===== src/rtl/channel_encoder.sv =====
// Transmit-side channel encoder: bit-serial CRC-8 frame or Hamming(7,4) codeword behind valid/ready.
// Optional feature macro: CHENC_HAMMING_EN (undefined: mode 1 is treated as reserved).
module channel_encoder #(
  parameter int BITS_PER_CYCLE = 8
) (
  input  logic        clk,
  input  logic        rst,
  input  logic        in_valid,
  output logic        in_ready,
  input  logic [1:0]  mode,
  input  logic [63:0] message,
  output logic        out_valid,
  input  logic        out_ready,
  output logic [71:0] out
);

  localparam int N  = 64 / BITS_PER_CYCLE;
  localparam int CW = (N > 1) ? $clog2(N) : 1;
  localparam logic [CW-1:0] LAST = CW'(N - 1);

  typedef enum logic [1:0] {
    IDLE = 2'd0,
    CRC  = 2'd1,
    DONE = 2'd2
  } state_e;

  state_e        state_q, state_d;
  logic [1:0]    mode_q, mode_d;
  logic [63:0]   msg_q, msg_d;
  logic [63:0]   sh_q, sh_d;
  logic [7:0]    crc_q, crc_d;
  logic [CW-1:0] cnt_q, cnt_d;
  logic [71:0]   out_q, out_d;
  logic          valid_q, valid_d;
  logic [71:0]   short_res;

  // MSB-first LFSR fold of one chunk into the remainder, poly 0x18D.
  function automatic logic [7:0] crc_fold(input logic [7:0] crc,
                                          input logic [BITS_PER_CYCLE-1:0] bits);
    logic [7:0] r;
    logic       fb;
    r = crc;
    for (int i = BITS_PER_CYCLE - 1; i >= 0; i--) begin
      fb = r[7] ^ bits[i];
      r  = {r[6:0], 1'b0} ^ (fb ? 8'h8D : 8'h00);
    end
    return r;
  endfunction

`ifdef CHENC_HAMMING_EN
  function automatic logic [6:0] ham74(input logic [3:0] n);
    return {n, n[3] ^ n[2] ^ n[1], n[3] ^ n[2] ^ n[0], n[3] ^ n[1] ^ n[0]};
  endfunction

  assign short_res = (mode_q == 2'd1) ? {65'b0, ham74(msg_q[3:0])} : 72'h0;
`else
  assign short_res = 72'h0;
`endif

  // Non-CRC modes pass through CRC for one cycle so out_valid is registered at E1.
  always_comb begin
    state_d = state_q;
    mode_d  = mode_q;
    msg_d   = msg_q;
    sh_d    = sh_q;
    crc_d   = crc_q;
    cnt_d   = cnt_q;
    out_d   = out_q;
    valid_d = valid_q;
    case (state_q)
      IDLE: begin
        if (in_valid) begin
          mode_d  = mode;
          msg_d   = message;
          sh_d    = message;
          crc_d   = 8'h00;
          cnt_d   = '0;
          state_d = CRC;
        end else begin
          state_d = IDLE;
        end
      end
      CRC: begin
        if (mode_q == 2'd0) begin
          crc_d = crc_fold(crc_q, sh_q[63 -: BITS_PER_CYCLE]);
          sh_d  = sh_q << BITS_PER_CYCLE;
          cnt_d = cnt_q + CW'(1);
          if (cnt_q == LAST) begin
            state_d = DONE;
            out_d   = {msg_q, crc_d};
            valid_d = 1'b1;
          end else begin
            state_d = CRC;
          end
        end else begin
          state_d = DONE;
          out_d   = short_res;
          valid_d = 1'b1;
        end
      end
      DONE: begin
        if (out_ready) begin
          state_d = IDLE;
          out_d   = 72'h0;
          valid_d = 1'b0;
        end else begin
          state_d = DONE;
        end
      end
      default: begin
        state_d = IDLE;
        out_d   = 72'h0;
        valid_d = 1'b0;
      end
    endcase
  end

  // State and datapath registers.
  always_ff @(posedge clk or posedge rst) begin
    if (rst) begin
      state_q <= IDLE;
      mode_q  <= 2'd0;
      msg_q   <= 64'h0;
      sh_q    <= 64'h0;
      crc_q   <= 8'h00;
      cnt_q   <= '0;
      out_q   <= 72'h0;
      valid_q <= 1'b0;
    end else begin
      state_q <= state_d;
      mode_q  <= mode_d;
      msg_q   <= msg_d;
      sh_q    <= sh_d;
      crc_q   <= crc_d;
      cnt_q   <= cnt_d;
      out_q   <= out_d;
      valid_q <= valid_d;
    end
  end

  assign in_ready  = (state_q == IDLE);
  assign out_valid = valid_q;
  assign out       = out_q;

endmodule


===== config.mk =====
export PLATFORM = sky130hd
export DESIGN_NAME = channel_encoder
export DESIGN_NICKNAME = d
export VERILOG_FILES = /design/src/rtl/channel_encoder.sv
export SDC_FILE = /design/constraint.sdc
export NUM_CORES = 1
export LEC_CHECK = 0
export CORE_MARGIN = 3
export CORE_UTILIZATION = 35
export CTS_BUF_LIST = sky130_fd_sc_hd__clkbuf_16
export DETAILED_ROUTE_END_ITERATION = 6
export GPL_TIMING_DRIVEN = 0
export PLACE_DENSITY_LB_ADDON = 0.1
export REMOVE_ABC_BUFFERS = 1
export SYNTH_ARGS = -nofsm -noshare
export SYNTH_HDL_FRONTEND = slang
export SYNTH_SLANG_ARGS = --single-unit

===== constraint.sdc =====
create_clock -name clk -period 9.35 [get_ports clk]
set_clock_uncertainty 0.2 [all_clocks]
set_input_delay 1.4025 -clock clk [delete_from_list [all_inputs] [get_ports clk]]
set_output_delay 1.4025 -clock clk [all_outputs]
set_load 0.01 [all_outputs]

== Word level (Yosys, flattened, before mapping) ==
Index checks and enable logic that the tools add are counted.
Storage, ports and cells
  flip-flop bits (word level): 216
  bits of input ports: 70
  output and inout port bits: 74
  logic and storage cells: 69
Operators by class
  add/sub/neg operators: 1
  equality and inequality tests: 7
  multiplexer cells: 30
  bitwise gates (word level): 17
  reductions and logical operators: 6
Operator list (count)
  72-bit two-way mux: 3
  72-bit case mux with 3 select lines: 1
  64-bit two-way mux: 2
  64-bit case mux with 2 select lines: 1
  8-bit two-way mux: 10
  8-bit XOR: 8
  8-bit case mux with 2 select lines: 1
  1-bit XOR: 8
  2-bit two-way mux: 3
  3-bit two-way mux: 2
  2-bit inequality test, second input constant: 3
  2-bit case mux with 3 select lines: 1
  3-bit case mux with 2 select lines: 1
  3-bit AND reduction: 2
  2-bit zero test: 2
  1-bit two-way mux: 4
  3-bit by 1-bit adder with 3-bit output, second input constant: 1
  3-bit equality test, second input constant: 1
  3-bit inequality test, second input constant: 1
  1-bit case mux with 3 select lines: 1
  2-bit by 1-bit equality test with 1-bit output, second input constant: 1
  2-bit equality test, second input constant: 1
  2-bit AND reduction: 1
  2-bit nonzero test: 1
  1-bit NOT: 1

== Logic depth before layout (Yosys ltp) ==
Gate-level depths: netlist of run 1.
  depth in word-level cells: 27
  mapped depth: 10
  mapped depth without buffers: 6

== Worst setup path before layout of run 1 ==
Ideal clock, no wire load.
  path type: in2reg
  start point: input in_valid
  end point: register mode_q[0]
  setup time: 128 ps
  arrival time: 2494 ps
  slack: 6529 ps
  stages: 4
  buffers on the path: 2
  cells stage by stage: nor3b_1 > buf_2 > buf_2 > mux2_1
Between the ends
  cells in the longest elaborated chain, start to end: 1
RTL lines
  start: declaration: RTL line 8  | input logic in_valid,
  2-bit AND reduction (no line)
  end signal: assignment: RTL line 131  | mode_q <= mode_d;
  end: declaration: RTL line 28  | logic [1:0] mode_q, mode_d;
Every way passes these cells.
A chain may end at the register's enable or synchronous reset.

== Worst setup path after layout of run 1 ==
  start point: input in_valid
  end point: register crc_q[7]
Between the ends
  cells in the longest elaborated chain, start to end: 2
RTL lines
  2-bit inequality test (no line)
  3-bit AND reduction (no line)
  end signal: assignment: RTL line 134  | crc_q <= crc_d;
  end: declaration: RTL line 31  | logic [7:0] crc_q, crc_d;
Every way passes these cells.

==> results of run 1 <==
-- registers in the layout, summed over array words and instances, names as in the netlist --
name,flops
msg_q,64
out,72
cnt_q,3
state_q,2
mode_q,2
crc_q,8
sh_q,64
out_valid,1
-- cell families after synthesis --
family                     after synthesis
DFF                                    216
muxes                                  122
and+or+nand+nor                        206
xor gates and xnor gates                25
buffers and inverters                   55
AOI/OAI and AO/OA                      151
adders and majority gates                2
-- metal layers --
layer | share of wire (%) | vias to the layer above | routed length [um]
li1 | - | 2919 | -
met1 | 45 | 2896 | 9170
met2 | 47 | 104 | 9630
met3 | 4.9 | 28 | 986
met4 | 2.6 | 0 | 523
met5 | 0 | - | 0
-- layout make-up --
type / instances / area, sq um / area share [%]
inverters: 2 / 15.0 / 0.127
multi-input cells: 506 / 3360 / 28.5
repair buffers: 166 / 1820 / 15.4
well taps: 324 / 405 / 3.44
clock inverters: 19 / 160 / 1.36
flip-flops and latches: 216 / 5410 / 45.8
clock buffers: 25 / 626 / 5.31
-- per-stage QoR --
stage / hold WS (ps) / setup WS [ps] / TNS [ps] / cells
final: 277 / 5690 / 0 / 1258
after global routing: 301 / 5500 / 0 / 1258
after CTS: 287 / 5600 / 0 / 1258
after detailed placement: 274 / 5080 / 0 / 1214
after global placement: 262 / -23640 / -2174690 / 1191
after floorplan: 254 / -5840 / -416080 / 724
-- synthesized netlist by cell type, types with 5 or more instances --
library cell / n / area share (%)
nand2_1: 197 / 8.2
buf_2: 23 / 1.3
mux2i_1: 56 / 6.2
buf_1: 6 / 0.25
o21ai_1: 127 / 7.1
mux2_2: 5 / 0.63
mux2_1: 61 / 7.7
clkbuf_1: 21 / 0.88
a22o_1: 13 / 1.3
dfrtp_1: 216 / 60
xnor2_1: 15 / 1.5
-- worst max-delay path: stages --
cell and delay, ps:
clkdlybuf4s50_1 440, nor3b_2 640, buf_6 250, buf_6 160
buf_6 160, nor2_4 140, buf_12 210, buf_12 180
a22o_1 240
-- cells in the final DEF (no fill, tap or decap), types with 2 or more instances in the layout --
cell | Yosys | routed
o31ai_1 | 2 | 2
dfrtp_1 | 216 | 216
clkdlybuf4s50_1 | 0 | 143
clkinv_2 | 0 | 5
xnor3_2 | 2 | 2
mux2i_1 | 56 | 56
mux2_2 | 5 | 5
a22o_1 | 13 | 13
o21ai_1 | 127 | 127
buf_16 | 0 | 4
nor2_1 | 4 | 3
a21o_1 | 2 | 2
xnor2_2 | 2 | 2
nand2_1 | 197 | 197
xnor3_1 | 4 | 4
a32o_1 | 4 | 4
mux2_1 | 61 | 61
buf_12 | 0 | 5
clkbuf_16 | 0 | 25
inv_1 | 2 | 6
xnor2_1 | 15 | 15
buf_8 | 0 | 5
buf_6 | 0 | 9
bufinv_16 | 0 | 3
ha_1 | 2 | 2
clkinv_1 | 0 | 5
-- power by group through the flow --
stage / clock network (W) / logic [W] / registers (W)
after detailed placement: 0 / 0.00163 / 0.00153
final: 0.000940 / 0.00160 / 0.00151
after CTS: 0.000969 / 0.00164 / 0.00152
after global placement: 0 / 0.00161 / 0.00152
after global routing: 0.00101 / 0.00177 / 0.00157
after floorplan: 0 / 0.00106 / 0.00152
-- worst max-delay path by stage --
| stage | slack (ps) | endpoint |
|---|---|---|
| 2_1_floorplan | -5840 | cnt_q[2] |
| 3_3_place_gp | -23640 | cnt_q[2] |
| 3_5_place_dp | 5080 | crc_q[4] |
| 4_1_cts | 5600 | crc_q[7] |
| 5_1_grt | 5500 | crc_q[7] |
| 6_report | 5690 | crc_q[7] |
==> metrics.csv, run 1 <==
stage;metric;value;unit
synth;ys_ff_latch;216;
final_layout;nFillCells;2277;
worst_setup_path;crit_path_start;in_valid;
synth;yosysSeqAreaShare;60.3;%
route;ant_nets;0;
cts;cts_setup_buffers;0;
synth;syn_inst;777;
grt;grt_use_met2;24.4;%
worst_setup_path;r2r-start;state_q[0];
pwr;finalPower;0.00405;W
route;dr_total_vias;5947;
cts;root_buffer;clkbuf_16;
cts;htreeDepth;1;
cts;clock_latency;510;ps
final_layout;antenna_cells;0;
pwr;pwr-share-clk;23.2;%
grt;grt-busiest-layer;met2;
cts;hold_buffers;0;
place;place_hpwl;13600;um
grt;grt_use_met1;19.7;%
floorplanning;initial_utilization;36.2;%
pwr;p_int;0.00269;W
synth;synth.distinct_cells;31;
sta;hold_violations;0;
grt;antenna_found_initial;0;
sta;worstMarginPinSlew;867;ps
cts;path_clk_slew;60;ps
worst_setup_path;endpoint_kind;flip-flop;
grt;grt_pass1_vias;6329;
pwr;power.share.sequential;37.3;%
worst_setup_path;cp-start-kind;input port;
synth;synth_top_family_by_area;multiplexers;
synth;yosys.area_share.simple;8.86;%
synth;synth_area;8970;sq um
worst_setup_path;r2r-end;crc_q[7];
outcome;outcome;finished, final reports clean;
final_layout;area_growth;31.4;%
synth;ys_warn_count;0;
grt;use_met3;3.43;%
min_path;worstHoldStart;out_valid;
min_path;whs_endpoint;out_valid;
grt;grt_overflow;0;
floorplanning;boundaryPins;144;
synth;synth_compound_area_share;9.39;%
pwr;p_leak;5.27;nW
floorplanning;die_area;27600;sq um
worst_setup_path;cp_data_arrival_time;3860;ps
synth;synth_edf_count;0;
worst_setup_path;r2r_cells;8;
pwr;combPwrFrac;39.6;%
floorplanning;die_h;166;um
floorplanning;chipWidth;166;um
cts;cts_inserted_buffers;24;
worst_setup_path;cp.required;9540;ps
final_layout;final_core_util;47.6;%
sta;rsz0062_at_grt;false;
grt;grt_pass1_wl;34200;um
pwr;power_switching;0.00136;W
sta;fin_crit;3660;ps
grt;track_usage;14.7;%
sta;slew_headroom;42.0;%
synth;synth_fa_ha_area_share;0.279;%
worst_setup_path;crit_fanout;36;
min_path;worst_hold_path.num_cells;1;
final_layout;nets;988;
place;port_buffers;143;
place;dpl_cell_area;11000;sq um
floorplanning;rows;57;
worst_setup_path;critical_path_class;input port to flip-flop;
cts;tritoncts;yes;
cts;clock_sinks;216;
synth;synthFlopType;dfrtp_1;
synth;synth_xor_area_share;3.93;%
sta;final-max-slew-violation-count;0;
cts;cts_resized;0;
pwr;p_per_area;344;nW/um^2
final_layout;drive_gt1_share;7.82;%
route;drc;0;
route;drt_wl_total;20300;um
synth;async_reset_ff_share;100;%
sta;fin_crit_sh;39.2;%
run;maxCapViolations;0;
pwr;irDropWorstVdd;0.157;mV
place;place.gp.congestion;0.762;
worst_setup_path;worst-r2r-setup-slack;6470;ps
final_layout;final_area;11800;sq um
sta;setup_violations;0;
pwr;p_sw_share;33.6;%
synth;avgSynthCellArea;11.5;sq um
route;drt_first_pass_iters;4;
route;vias_per_cell;4.73;
route;drt_iter0_drc;288;
route;wl_per_cell;16.1;um
synth;muxShareOfSynthArea;14.5;%
floorplanning;coreArea;24700;sq um
sta;fmax;273;MHz
grt;grt_max_degree;113;
cts;cts.path.max_buffers;3;
min_path;min_path_type;flip-flop to flip-flop;
Power figures use the tool's default switching activity.
==> run 2, diff against run 1 <==
==> constraint.sdc (replaced) <==
create_clock -name clk -period 2.96 [get_ports clk]
set_clock_uncertainty 0.2 [all_clocks]
set_input_delay 0.444 -clock clk [delete_from_list [all_inputs] [get_ports clk]]
set_output_delay 0.444 -clock clk [all_outputs]
set_load 0.01 [all_outputs]
==> run 2 against run 1 <==
Utilization about the same. Flip-flop and latch count unchanged. Setup slack worse by 5500 ps. First-iteration DRC count down 0.35%. Power rose to 3.2 times the previous value. Combinational power rose to 3.2 times the previous value. Non-clock buffer count unchanged. Via count about the same. Design area about the same. Clock-buffer cell count unchanged. Wire length about the same. Die area unchanged. Highest routed layer unchanged.
==> metrics.csv, run 2 (same netlist as run 1, synthesis figures left out) <==
stage;metric;value;unit;change
grt;grt_overflow;0;;unchanged
final_layout;nets;988;;unchanged
floorplanning;die_area;27600;sq um;unchanged
cts;cts_inserted_buffers;24;;unchanged
worst_setup_path;cp-start-kind;flip-flop;;
grt;track_usage;14.8;%;about the same
floorplanning;rows;57;;unchanged
final_layout;drive_gt1_share;7.82;%;unchanged
place;port_buffers;143;;unchanged
route;ant_nets;0;;unchanged
route;drt_first_pass_iters;4;;unchanged
final_layout;largest_register_ffs;72;;unchanged
floorplanning;boundaryPins;144;;unchanged
cts;tritoncts;yes;;
min_path;min_path_type;input port to asynchronous set/reset pin;;
pwr;p_per_area;1090;nW/um^2;+220%
final_layout;layout_commonest_cell;dfrtp_1;;
route;vias_per_cell;4.73;;about the same
grt;antenna_found_initial;0;;unchanged
route;drt_iter0_drc;287;;-0.35%
route;dr_total_vias;5951;;+0.067%
pwr;finalPower;0.0128;W;+220%
cts;cts_setup_buffers;0;;unchanged
cts;path_clk_slew;60;ps;about the same
grt;grt_pass1_wl;34200;um;about the same
worst_setup_path;crit_fanout;31;;-14%
sta;fmax;365;MHz;
place;place_hpwl;13600;um;unchanged
pwr;power.share.sequential;37.3;%;about the same
place;dpl_cell_area;11000;sq um;unchanged
worst_setup_path;r2r-start;cnt_q[0];;
worst_setup_path;cp.required;3190;ps;-6350 ps
sta;fin_crit;2740;ps;
route;drt_wl_total;20300;um;about the same
sta;hold_violations;0;;unchanged
final_layout;antenna_cells;0;;unchanged
floorplanning;initial_utilization;36.2;%;unchanged
worst_setup_path;critical_path_class;flip-flop to flip-flop;;
cts;clock_latency;520;ps;about the same
sta;worstMarginPinSlew;859;ps;-7.86 ps
cts;cts.path.max_buffers;3;;unchanged
cts;root_buffer;clkbuf_16;;
grt;grt_max_degree;113;;unchanged
outcome;outcome;finished, final reports clean;;
route;drc;0;;unchanged
floorplanning;coreArea;24700;sq um;unchanged
worst_setup_path;endpoint_kind;flip-flop;;
final_layout;area_growth;31.5;%;about the same
final_layout;final_area;11800;sq um;about the same
worst_setup_path;r2r_cells;8;;unchanged
worst_setup_path;cp_data_arrival_time;2970;ps;-890 ps
floorplanning;chipWidth;166;um;unchanged
sta;rsz0062_at_grt;false;;
worst_setup_path;r2r-end;out[19];;
sta;whs;249;ps;-28.2 ps
worst_setup_path;worst-r2r-setup-slack;220;ps;-6250 ps
cts;htreeDepth;1;;unchanged
sta;final-max-slew-violation-count;0;;unchanged
pwr;pwr-share-clk;23.2;%;about the same
pwr;p_leak;5.27;nW;about the same
pwr;irDropWorstVdd;0.496;mV;+220%
sta;slew_headroom;42.5;%;+0.53 points
final_layout;mostFrequentLayoutCells;dfrtp_1 (216), nand2_1 (197), clkdlybuf4s50_1 (143), o21ai_1 (127), mux2_1 (61);;
grt;grt_pass1_vias;6332;;+0.047%
sta;setup_violations;0;;unchanged
pwr;power_switching;0.00431;W;+220%
pwr;p_sw_share;33.7;%;about the same
pwr;combPwrFrac;39.5;%;about the same
place;place.gp.congestion;0.762;;unchanged
cts;clock_sinks;216;;unchanged
run;maxCapViolations;0;;unchanged
route;wl_per_cell;16.2;um;about the same
sta;fin_crit_sh;92.5;%;
pwr;p_int;0.00850;W;+220%
floorplanning;die_h;166;um;unchanged
## run 2: timing repair
item / CTS / global route
hold buffers: 0 / 0
gates resized for setup: 1 / 0
cloned: 0 / 0
pin swaps: 0 / 1
endpoints found under the setup margin: 4 / 1
## run 2: power by group through the flow
stage | clock network [W] | registers, W | logic (W)
finish | 0.00297 | 0.00478 | 0.00507
global route | 0.00318 | 0.00495 | 0.00558
CTS | 0.00306 | 0.00479 | 0.00518
detailed placement | 0 | 0.00484 | 0.00515
global placement | 0 | 0.00453 | 0.00394
floorplan | 0 | 0.00472 | 0.00321
## run 2: worst max path at each step
stage / cells past startpoint / endpoint / start / slack [ps]
global route: 8 / out[51] / cnt_q[0] / 10
detailed placement: 9 / crc_q[4] / in_valid / -360
finish: 8 / out[19] / cnt_q[0] / 220
global placement: 4 / cnt_q[2] / in_valid / -29070
CTS: 6 / crc_q[7] / state_q[0] / 170
floorplan: 3 / cnt_q[2] / state_q[1] / -11340
## run 2: layout make-up
class	count	area, sq um
Clock inverter	19	160
Inverter	2	15.0
Tap cell	324	405
Sequential cell	216	5410
Timing Repair Buffer	166	1820
Multi-Input combinational cell	506	3370
Fill cell	2276	13000
Clock buffer	25	626
## run 2: metal layers
metal,part of all wire [%],global-route usage [%],routed length [um],vias up
met4,2.5,3.80,503,0
met5,0,0,0,-
met2,47,24.4,9630,105
met3,4.9,3.43,999,26
li1,-,-,-,2919
met1,45,19.7,9190,2901
## run 2: critical path, stage by stage, from the launching register on
cell	delay (ps)
dfrtp_1	400
ha_1	210
ha_1	300
o31a_1	320
o22ai_4	610
buf_12	270
buf_16	180
nand2_1	60
o21ai_1	80
## run 2: per-stage QoR
stage	setup WS, ps	utilization (%)	std cells	setup TNS [ps]
2_1_floorplan	-11340	-	724	-2136640
3_3_place_gp	-29070	42.7	1191	-4562250
3_5_place_dp	-356	44.5	1214	-13510
4_1_cts	169	47.7	1258	0
5_1_grt	14.8	47.7	1258	0
6_report	222	47.7	1258	0
